<file path="src/rtl/pll_seq_pkg.sv">
// Shared definitions for the PLL power-up / recovery sequencer.
//   pll_seq_state_t : sequencer state encoding
//   cnt_width()     : width of a saturating counter that must reach the
//                     larger of two cycle limits
package pll_seq_pkg;

  typedef enum logic [2:0] {
    PLLRST,
    WAIT,
    RELEASE,
    RUN,
    FAIL
  } pll_seq_state_t;

  function automatic int cnt_width(input int a, input int b);
    int m;
    m = (a > b) ? a : b;
    return $clog2(m + 1);
  endfunction

endpackage

</file>
<file path="src/rtl/pll_sequencer_sync2.sv">
// Two-flop synchronizer for a single asynchronous level signal.
// Reused for any async flag entering the clk_i domain.
//   clk_i : destination clock
//   rst_i : asynchronous active-high reset, clears both flops to 0
//   d_i   : asynchronous input
//   q_o   : synchronized output, 2 clk_i edges of latency
module sync2 (
  input  logic clk_i,
  input  logic rst_i,
  input  logic d_i,
  output logic q_o
);

  logic meta_q;
  logic sync_q;

  always_ff @(posedge clk_i or posedge rst_i) begin
    if (rst_i) begin
      meta_q <= 1'b0;
      sync_q <= 1'b0;
    end else begin
      meta_q <= d_i;
      sync_q <= meta_q;
    end
  end

  assign q_o = sync_q;

endmodule

</file>
<file path="src/rtl/pll_sequencer.sv">
// Power-up and recovery sequencer for the board PLL (48 MHz osc -> 12 MHz).
// Holds the PLL in reset, waits for a stable synchronized lock within a
// timeout (with bounded retries), then releases the downstream reset.
//
// Ports:
//   clk     : 48 MHz oscillator clock (only clock)
//   reset   : asynchronous active-high, restarts the sequence
//   locked  : PLL lock flag, asynchronous to clk
//   pll_rst : high resets the PLL
//   sys_rst : active-high reset for downstream logic
//   ready   : high only while running with lock held
//   fail    : sticky, retries exhausted (cleared only by reset)
//   retries : PLL reset retries consumed in the current bring-up
//
// Build option:
//   PLL_SEQ_RELOCK_RST_EN : when defined, loss of lock while running
//   re-resets the PLL and repeats the full bring-up; otherwise the
//   sequencer only returns to waiting for stable lock.
module pll_sequencer
  import pll_seq_pkg::*;
#(
  parameter int RST_CYCLES     = 16,
  parameter int STABLE_CYCLES  = 1024,
  parameter int TIMEOUT_CYCLES = 65536,
  parameter int RELEASE_CYCLES = 16,
  parameter int MAX_RETRY      = 3
) (
  input  logic                           clk,
  input  logic                           reset,
  input  logic                           locked,
  output logic                           pll_rst,
  output logic                           sys_rst,
  output logic                           ready,
  output logic                           fail,
  output logic [$clog2(MAX_RETRY+1)-1:0] retries
);

  localparam int CNT_W = cnt_width(TIMEOUT_CYCLES, STABLE_CYCLES);
  localparam int RTY_W = $clog2(MAX_RETRY + 1);

  localparam logic [CNT_W-1:0] CNT_MAX   = '1;
  localparam logic [CNT_W-1:0] RST_N     = CNT_W'(RST_CYCLES);
  localparam logic [CNT_W-1:0] STABLE_N  = CNT_W'(STABLE_CYCLES);
  localparam logic [CNT_W-1:0] TIMEOUT_N = CNT_W'(TIMEOUT_CYCLES);
  localparam logic [CNT_W-1:0] RELEASE_N = CNT_W'(RELEASE_CYCLES);
  localparam logic [RTY_W-1:0] RTY_MAX   = RTY_W'(MAX_RETRY);

  function automatic logic [CNT_W-1:0] sat_inc(input logic [CNT_W-1:0] v);
    return (v == CNT_MAX) ? v : v + 1'b1;
  endfunction

  pll_seq_state_t   state_q, state_d;
  logic [CNT_W-1:0] cnt_q, cnt_d, cnt_inc;
  logic [CNT_W-1:0] stab_q, stab_d, stab_inc;
  logic [RTY_W-1:0] retries_q, retries_d;
  logic             pll_rst_q, pll_rst_d;
  logic             sys_rst_q, sys_rst_d;
  logic             ready_q, ready_d;
  logic             fail_q, fail_d;
  logic             locked_s;

  sync2 u_lock_sync (
    .clk_i (clk),
    .rst_i (reset),
    .d_i   (locked),
    .q_o   (locked_s)
  );

  assign cnt_inc  = sat_inc(cnt_q);
  assign stab_inc = sat_inc(stab_q);

  // cnt_q is the phase timer: reset hold in PLLRST, timeout in WAIT and
  // hold-off in RELEASE. stab_q counts consecutive locked cycles in WAIT.
  always_comb begin
    state_d   = state_q;
    cnt_d     = cnt_q;
    stab_d    = stab_q;
    retries_d = retries_q;

    case (state_q)
      PLLRST: begin
        cnt_d = cnt_inc;
        if (cnt_inc == RST_N) begin
          state_d = WAIT;
          cnt_d   = '0;
          stab_d  = '0;
        end
      end

      WAIT: begin
        cnt_d  = cnt_inc;
        stab_d = locked_s ? stab_inc : '0;
        // Stable completion is tested first so it beats a coincident timeout.
        if (locked_s && (stab_inc == STABLE_N)) begin
          state_d = RELEASE;
          cnt_d   = '0;
        end else if (cnt_inc == TIMEOUT_N) begin
          if (retries_q == RTY_MAX) begin
            state_d = FAIL;
          end else begin
            state_d   = PLLRST;
            retries_d = retries_q + 1'b1;
            cnt_d     = '0;
          end
        end
      end

      RELEASE: begin
        // Losing lock here only restarts qualification; it is not a retry.
        if (!locked_s) begin
          state_d = WAIT;
          cnt_d   = '0;
          stab_d  = '0;
        end else if (cnt_q == RELEASE_N) begin
          state_d   = RUN;
          retries_d = '0;
        end else begin
          cnt_d = cnt_inc;
        end
      end

      RUN: begin
        if (!locked_s) begin
`ifdef PLL_SEQ_RELOCK_RST_EN
          state_d   = PLLRST;
          retries_d = '0;
`else
          state_d   = WAIT;
`endif
          cnt_d  = '0;
          stab_d = '0;
        end
      end

      FAIL: begin
        state_d = FAIL;
      end

      default: begin
        state_d = PLLRST;
        cnt_d   = '0;
        stab_d  = '0;
      end
    endcase

    // Outputs are decoded from the next state so they register in step
    // with the state itself.
    pll_rst_d = (state_d == PLLRST);
    sys_rst_d = (state_d != RUN);
    ready_d   = (state_d == RUN);
    fail_d    = (state_d == FAIL);
  end

  always_ff @(posedge clk or posedge reset) begin
    if (reset) begin
      state_q   <= PLLRST;
      cnt_q     <= '0;
      stab_q    <= '0;
      retries_q <= '0;
      pll_rst_q <= 1'b1;
      sys_rst_q <= 1'b1;
      ready_q   <= 1'b0;
      fail_q    <= 1'b0;
    end else begin
      state_q   <= state_d;
      cnt_q     <= cnt_d;
      stab_q    <= stab_d;
      retries_q <= retries_d;
      pll_rst_q <= pll_rst_d;
      sys_rst_q <= sys_rst_d;
      ready_q   <= ready_d;
      fail_q    <= fail_d;
    end
  end

  assign pll_rst = pll_rst_q;
  assign sys_rst = sys_rst_q;
  assign ready   = ready_q;
  assign fail    = fail_q;
  assign retries = retries_q;

endmodule
</file>
<file path="config.mk">
export PLATFORM = sky130hd
export DESIGN_NAME = pll_sequencer
export DESIGN_NICKNAME = d
export VERILOG_FILES = /design/src/rtl/pll_seq_pkg.sv /design/src/rtl/pll_sequencer_sync2.sv /design/src/rtl/pll_sequencer.sv
export SDC_FILE = /design/constraint.sdc
export NUM_CORES = 1
export LEC_CHECK = 0
export ABC_CLOCK_PERIOD_IN_PS = 4400
export BUFFER_PORTS_ARGS = -buffer_cell sky130_fd_sc_hd__buf_2
export CELL_PAD_IN_SITES_DETAIL_PLACEMENT = 1
export CELL_PAD_IN_SITES_GLOBAL_PLACEMENT = 1
export CORE_ASPECT_RATIO = 0.9
export CORE_MARGIN = 2
export CORE_UTILIZATION = 52
export DETAILED_ROUTE_END_ITERATION = 16
export PLACE_DENSITY = 0.82
export SLEW_MARGIN = 0
export SYNTH_ARGS = -nofsm -noshare
export SYNTH_HDL_FRONTEND = slang
export SYNTH_SLANG_ARGS = --single-unit
</file>
<file path="constraint.sdc">
create_clock -name clk -period 4.4 [get_ports clk]
set_input_delay 0.22 -clock clk [delete_from_list [all_inputs] [get_ports clk]]
set_output_delay 0.22 -clock clk [all_outputs]
set_load 0.02 [all_outputs]
</file>
# Word level (Yosys, flattened, before mapping)
# Index checks and enable logic that the tools add are counted.
# word_totals
out_inout_bits	6
wordCells	72
reg_bits	45
# classes
mux	27
reduce_logical	8
addsub	3
bitwise_logic	1
n_eq_ne	23
# ops
cell	count
$mux W17	11
$pmux W17 S5	1
$pmux W17 S4	1
$eq A17 B17 Y1 const B	3
$add A17 B1 Y17 const B	2
$eq A17 B5 Y1 const B	2
$mux W3	7
$eq A17 B11 Y1 const B	1
$pmux W3 S5	1
$ne A2 B2 Y1 const B	7
$mux W2	5
$eq A3 B2 Y1 const B	3
$eq A3 B3 Y1 const B	2
$logic_not A3 Y1	2
$reduce_and A3 Y1	2
$reduce_and A6 Y1	1
$pmux W2 S2	1
$eq A3 B1 Y1 const B	1
$ne A3 B2 Y1 const B	1
$ne A3 B3 Y1 const B	1
$add A2 B1 Y2 const B	1
$eq A2 B2 Y1 const B	1
$ne A2 B1 Y1 const B	1
$reduce_bool A2 Y1	1
other kinds (3)	3

# Logic depth before layout (Yosys ltp)
# logic_depth
ltp_word	7
ltp_mapped	12

# Cells and area by module
# From an unflattened synthesis, not the netlist that was laid out.
# unflattened
hier_cells	415
area_unflattened_um2	3424.5
# by_module_without_submodules
mod	n_inst	cells_per_inst	area_per_inst_um2
pll_sequencer	1	412	3370.7
sync2	1	3	53.8

# Least setup slack after synthesis
# Ideal clock, no wire load.
# synth_path
kind	register -> register
from	register cnt_q[6]
to	register cnt_q[1]
stages_incl_launch_ff	12
setup_time_ps	122
arrival_ps	2692
period_less_slack_ps	2814
required_ps	4278
path_slack_ps	1586
cell_sequence	dfrtp_1 > buf_2 > nand4_1 > buf_2 > nor4_1 > xor2_1 > a211oi_1 > nand3_1 > a2111oi_4 > o31ai_4 > buf_6 > a32o_1
# synth_between
elab_chain_cells	6
# synth_lines
item	line_no	rtl
start, declared	pll_sequencer.sv:53	logic [CNT_W-1:0] cnt_q, cnt_d, cnt_inc;
start signal, assigned	pll_sequencer.sv:166	cnt_q <= cnt_d;
$add A17 B1 Y17 or $eq A17 B17 Y1 (tied branches)	pll_sequencer.sv:49	return (v == CNT_MAX) ? v : v + 1'b1;
$mux W17	pll_sequencer.sv:49	
$eq A17 B17 Y1 or $mux W17 (tied branches)	pll_sequencer.sv:97, pll_sequencer.sv:98	
$mux W17	pll_sequencer.sv:97	end else if (cnt_inc == TIMEOUT_N) begin
$mux W17	pll_sequencer.sv:94	if (locked_s && (stab_inc == STABLE_N)) begin
$pmux W17 S5	pll_sequencer.sv:80	case (state_q)
# Several ways; a longest one is shown, not always the timed one. The select of a mux whose other input is x is not followed.
# A chain may end at the register's enable or synchronous reset.

# Worst setup path in the final report
# layout_path
from	register cnt_q[8]
to	register cnt_q[1]
# Same word-level chain as after synthesis.

==> qor.yml <==
status: "finished, final reports clean"
avgSynthCellArea_um2: 8.200
power.share.combinational: 0.100
mappedNetlistArea_mm2: 0.003378
syn_nets: 419
rr_startpoint: "cnt_q[8]$_DFFE_PP0P_"
routed.top_layer: "met4"
cell_internal_pwr_w: 0.0006270
cp_top_family: "compound AO/OA/AOI/OAI gates"
number_of_hold_buffers_added_after_cts: 0
power.switching_fraction: 0.2677
die_height_um: 80.47
postSynthRegisterBits: 45
clock_network_fraction_of_total_power: 0.380
dr.first_iter.drc_count: 289
clk-insertion-delay-late_ps: 310
fraction_of_layout_cells_with_a_size_suffix_above_1: 0.09337
cp-end-kind: "register"
final.setup_skew_ps: 15.73
synthArstFlopShare: 1.000
period_minus_slack_ps: 3570
ff2ff_path_depth: 10
syn_to_final_growth_pct: 4.667
critPathMaxFanout: 27
timing_worst_slew_pin_value_ps: 995.4
post_synth_main_area_contributors: "sky130_fd_sc_hd__dfrtp_1 (32%), sky130_fd_sc_hd__a21oi_1 (5.0%), sky130_fd_sc_hd__nand2_1 (4.7%)"
grt_first_pass_wirelength_um: 16820
synth_top_area_frac: 0.3185
std_cell_rows: 27
critPathKind: "reg2reg"
netSwitchingPower_w: 0.0002293
max_clock_freq_mhz: 280.1
critPathMaxStageDelay_ps: 560
finalSetupViolations: 0
total_wire_length_after_detailed_routing_um: 10250
max-slew-margin-rel: 0.3355
worst-path-buf-inv: 1
pin_count: 9
wl_met3_um: 580
wl_met1_um: 4851
drv_slew: 0
drt-vias-per-instance: 6.775
grt_max_degree: 46
gpl.final_weighted_congestion: 0.9274
synthCells: 412
grt_antenna_before_repair: 0
post-dp-hpwl_um: 7533
cts_buffer_depth: 2
root_buffer: "sky130_fd_sc_hd__clkbuf_8"
post_route_hold_slack_ps: 31.14
critical_path_arrival_ps: 3750
cts_buffers: 5
die_area_mm2: 0.007158
crit_path_top_delay_cell: "sky130_fd_sc_hd__dfrtp_1"
hold_path_startpoint: "locked"
tns_ps: 0
setup.worst_path.start_class: "register"
wl_per_cell_um: 20.76
antenna_cells: 0
cp_cell_sequence: "nand4_4 > nor4_1 > xor2_1 > a211oi_1 > nand3_1 > a2111oi_4 > o31ai_4 > buf_4 > a21o_1 > a32o_1"
ys_dominant_reg_cell: "sky130_fd_sc_hd__dfrtp_1"
timing.critical_path.required_ps: 4580
power.ir.vdd_worst_mv: 0.1829
layout_worst_path_cycle_share: 0.8114
final_ant_viol_nets: 0
floorplan.initialDensity: 0.5435
synth_edf_count: 0
power.leakage_nw: 1.415
max-cap-violations: 0
detail_route.first_pass.iterations: 5
drc: 0
grt_setup_unrepaired: "no"
timing.rr.end: "cnt_q[1]$_DFFE_PP0P_"
track_usage: 0.3050
place.port_buffers: 8
postCtsSetupBuffers: 0
vias: 3347
worst_setup_hold_path_clk_slew_ps: 100
p_seq_frac: 0.520
grt_overflow: 0
first_global_vias: 3215
post_cts.resized_instances: 0
synth_cell_type_count: 67
chip_width_um: 88.96
final_hold_viol_count: 0
power-per-cell-area_mw_per_mm2: 242.2
ys_seq_area_frac: 0.3341
layout.filler_cells: 785
cts_tree: "yes"
reg2reg_setup_slack_ps: 830
hold_path_depth: 1
clock_tree.htree_level_count: 2
met2RoutedLength_um: 4708
synth_area_leader_cell: "sky130_fd_sc_hd__dfrtp_1"
finalNetCount: 413
yosys_warnings: 0
min_delay_worst_endpoint: "u_lock_sync.meta_q$_DFF_PP0_"
floorplan.core_area_mm2: 0.006216
cts.sink_count: 45
hp-class: "in2reg"
## power groups by stage
stage                     registers [W]   logic, W  clock network, W
final                          0.000445  0.0000860          0.000325
after global routing           0.000448  0.0000983          0.000345
after CTS                      0.000444  0.0000860          0.000329
after detailed placement       0.000451  0.0000863                 0
after global placement         0.000451  0.0000811                 0
after floorplan                0.000446  0.0000678                 0
## sequential cells by signal, summed over array words and instances (netlist names)
signal / count
cnt_q: 17
fail: 1
pll_rst: 1
ready: 1
retries: 2
stab_q: 17
state_q: 3
sys_rst: 1
u_lock_sync.meta_q: 1
u_lock_sync.q_o: 1
## Yosys cell counts (6+ instances only)
master	instances
sky130_fd_sc_hd__clkbuf_1	8
sky130_fd_sc_hd__nand4_1	12
sky130_fd_sc_hd__o31ai_1	6
sky130_fd_sc_hd__nor4_1	10
sky130_fd_sc_hd__nand3_1	22
sky130_fd_sc_hd__buf_2	13
sky130_fd_sc_hd__dfrtp_1	43
sky130_fd_sc_hd__o21ai_0	27
sky130_fd_sc_hd__or3_1	6
sky130_fd_sc_hd__nor2_1	35
sky130_fd_sc_hd__inv_1	19
sky130_fd_sc_hd__nor3_1	13
sky130_fd_sc_hd__nor2b_1	6
sky130_fd_sc_hd__a21oi_1	34
sky130_fd_sc_hd__a22o_1	6
sky130_fd_sc_hd__nand2_1	42
## routing by layer
metal / vias to the layer above / track usage
met3: 11 / 0.05344
met4: 0 / 0.06119
met1: 1681 / 0.4496
li1: 1539 / -
met5: - / 0
met2: 116 / 0.4679
## cells in the final DEF (no fill, tap or decap), drive strengths merged, types with 7 or more instances in the layout
cell	n
nor3	15
nand4	15
nor2	35
buf	10
nand2	42
o21ai	31
nor4	12
dfrtp	43
a21oi	34
nand3	23
inv	19
o31ai	7
or3	7
## area by class of cell
cell class | count | area [um^2] | share of cell area
multi-input cells | 325 | 2061 | 0.5828
flip-flops and latches | 45 | 1129 | 0.3192
well taps | 87 | 108.9 | 0.03079
clock buffers | 6 | 72.57 | 0.02052
inverters | 19 | 71.32 | 0.02017
repair buffers | 10 | 55.05 | 0.01557
clock inverters | 2 | 38.79 | 0.01097
## worst max path at each step
stage,startpoint,cells past startpoint,end,slack (ps)
global route,stab_q[0]$_DFFE_PP0P_,11,cnt_q[1]$_DFFE_PP0P_,540
global placement,cnt_q[8]$_DFFE_PP0P_,10,cnt_q[1]$_DFFE_PP0P_,980
CTS,cnt_q[8]$_DFFE_PP0P_,10,cnt_q[1]$_DFFE_PP0P_,850
floorplan,cnt_q[6]$_DFFE_PP0P_,11,cnt_q[1]$_DFFE_PP0P_,1590
finish,cnt_q[8]$_DFFE_PP0P_,10,cnt_q[1]$_DFFE_PP0P_,830
detailed placement,cnt_q[1]$_DFFE_PP0P_,10,cnt_q[1]$_DFFE_PP0P_,900
## stage by stage
step                cell area, um^2  cells  utilization  setup slack [ps]  total power [W]
CTS                            3536    494       0.5688             850.5        0.0008598
global route                   3536    494       0.5688             536.8        0.0008912
finish                         3536    494       0.5688             829.7        0.0008563
global placement               3425    486       0.5509             984.0        0.0005324
detailed placement             3425    486       0.5509             903.9        0.0005377
floorplan                      3378    412            -              1586        0.0005140
## kinds of logic (layout without fill, tap and decap cells)
family / Yosys count / in the layout / synth area share
XOR/XNOR: 7 / 7 / 0.01815
AO/OA/AOI/OAI: 121 / 121 / 0.2481
AND/OR/NAND/NOR: 189 / 189 / 0.3170
adder cells (fa/ha/maj): 4 / 4 / 0.01482
buffers and inverters: 42 / 37 / 0.05593
flip-flops: 45 / 45 / 0.3341
multiplexers: 4 / 4 / 0.01185
No activity file was read; power rests on OpenSTA's default activity.
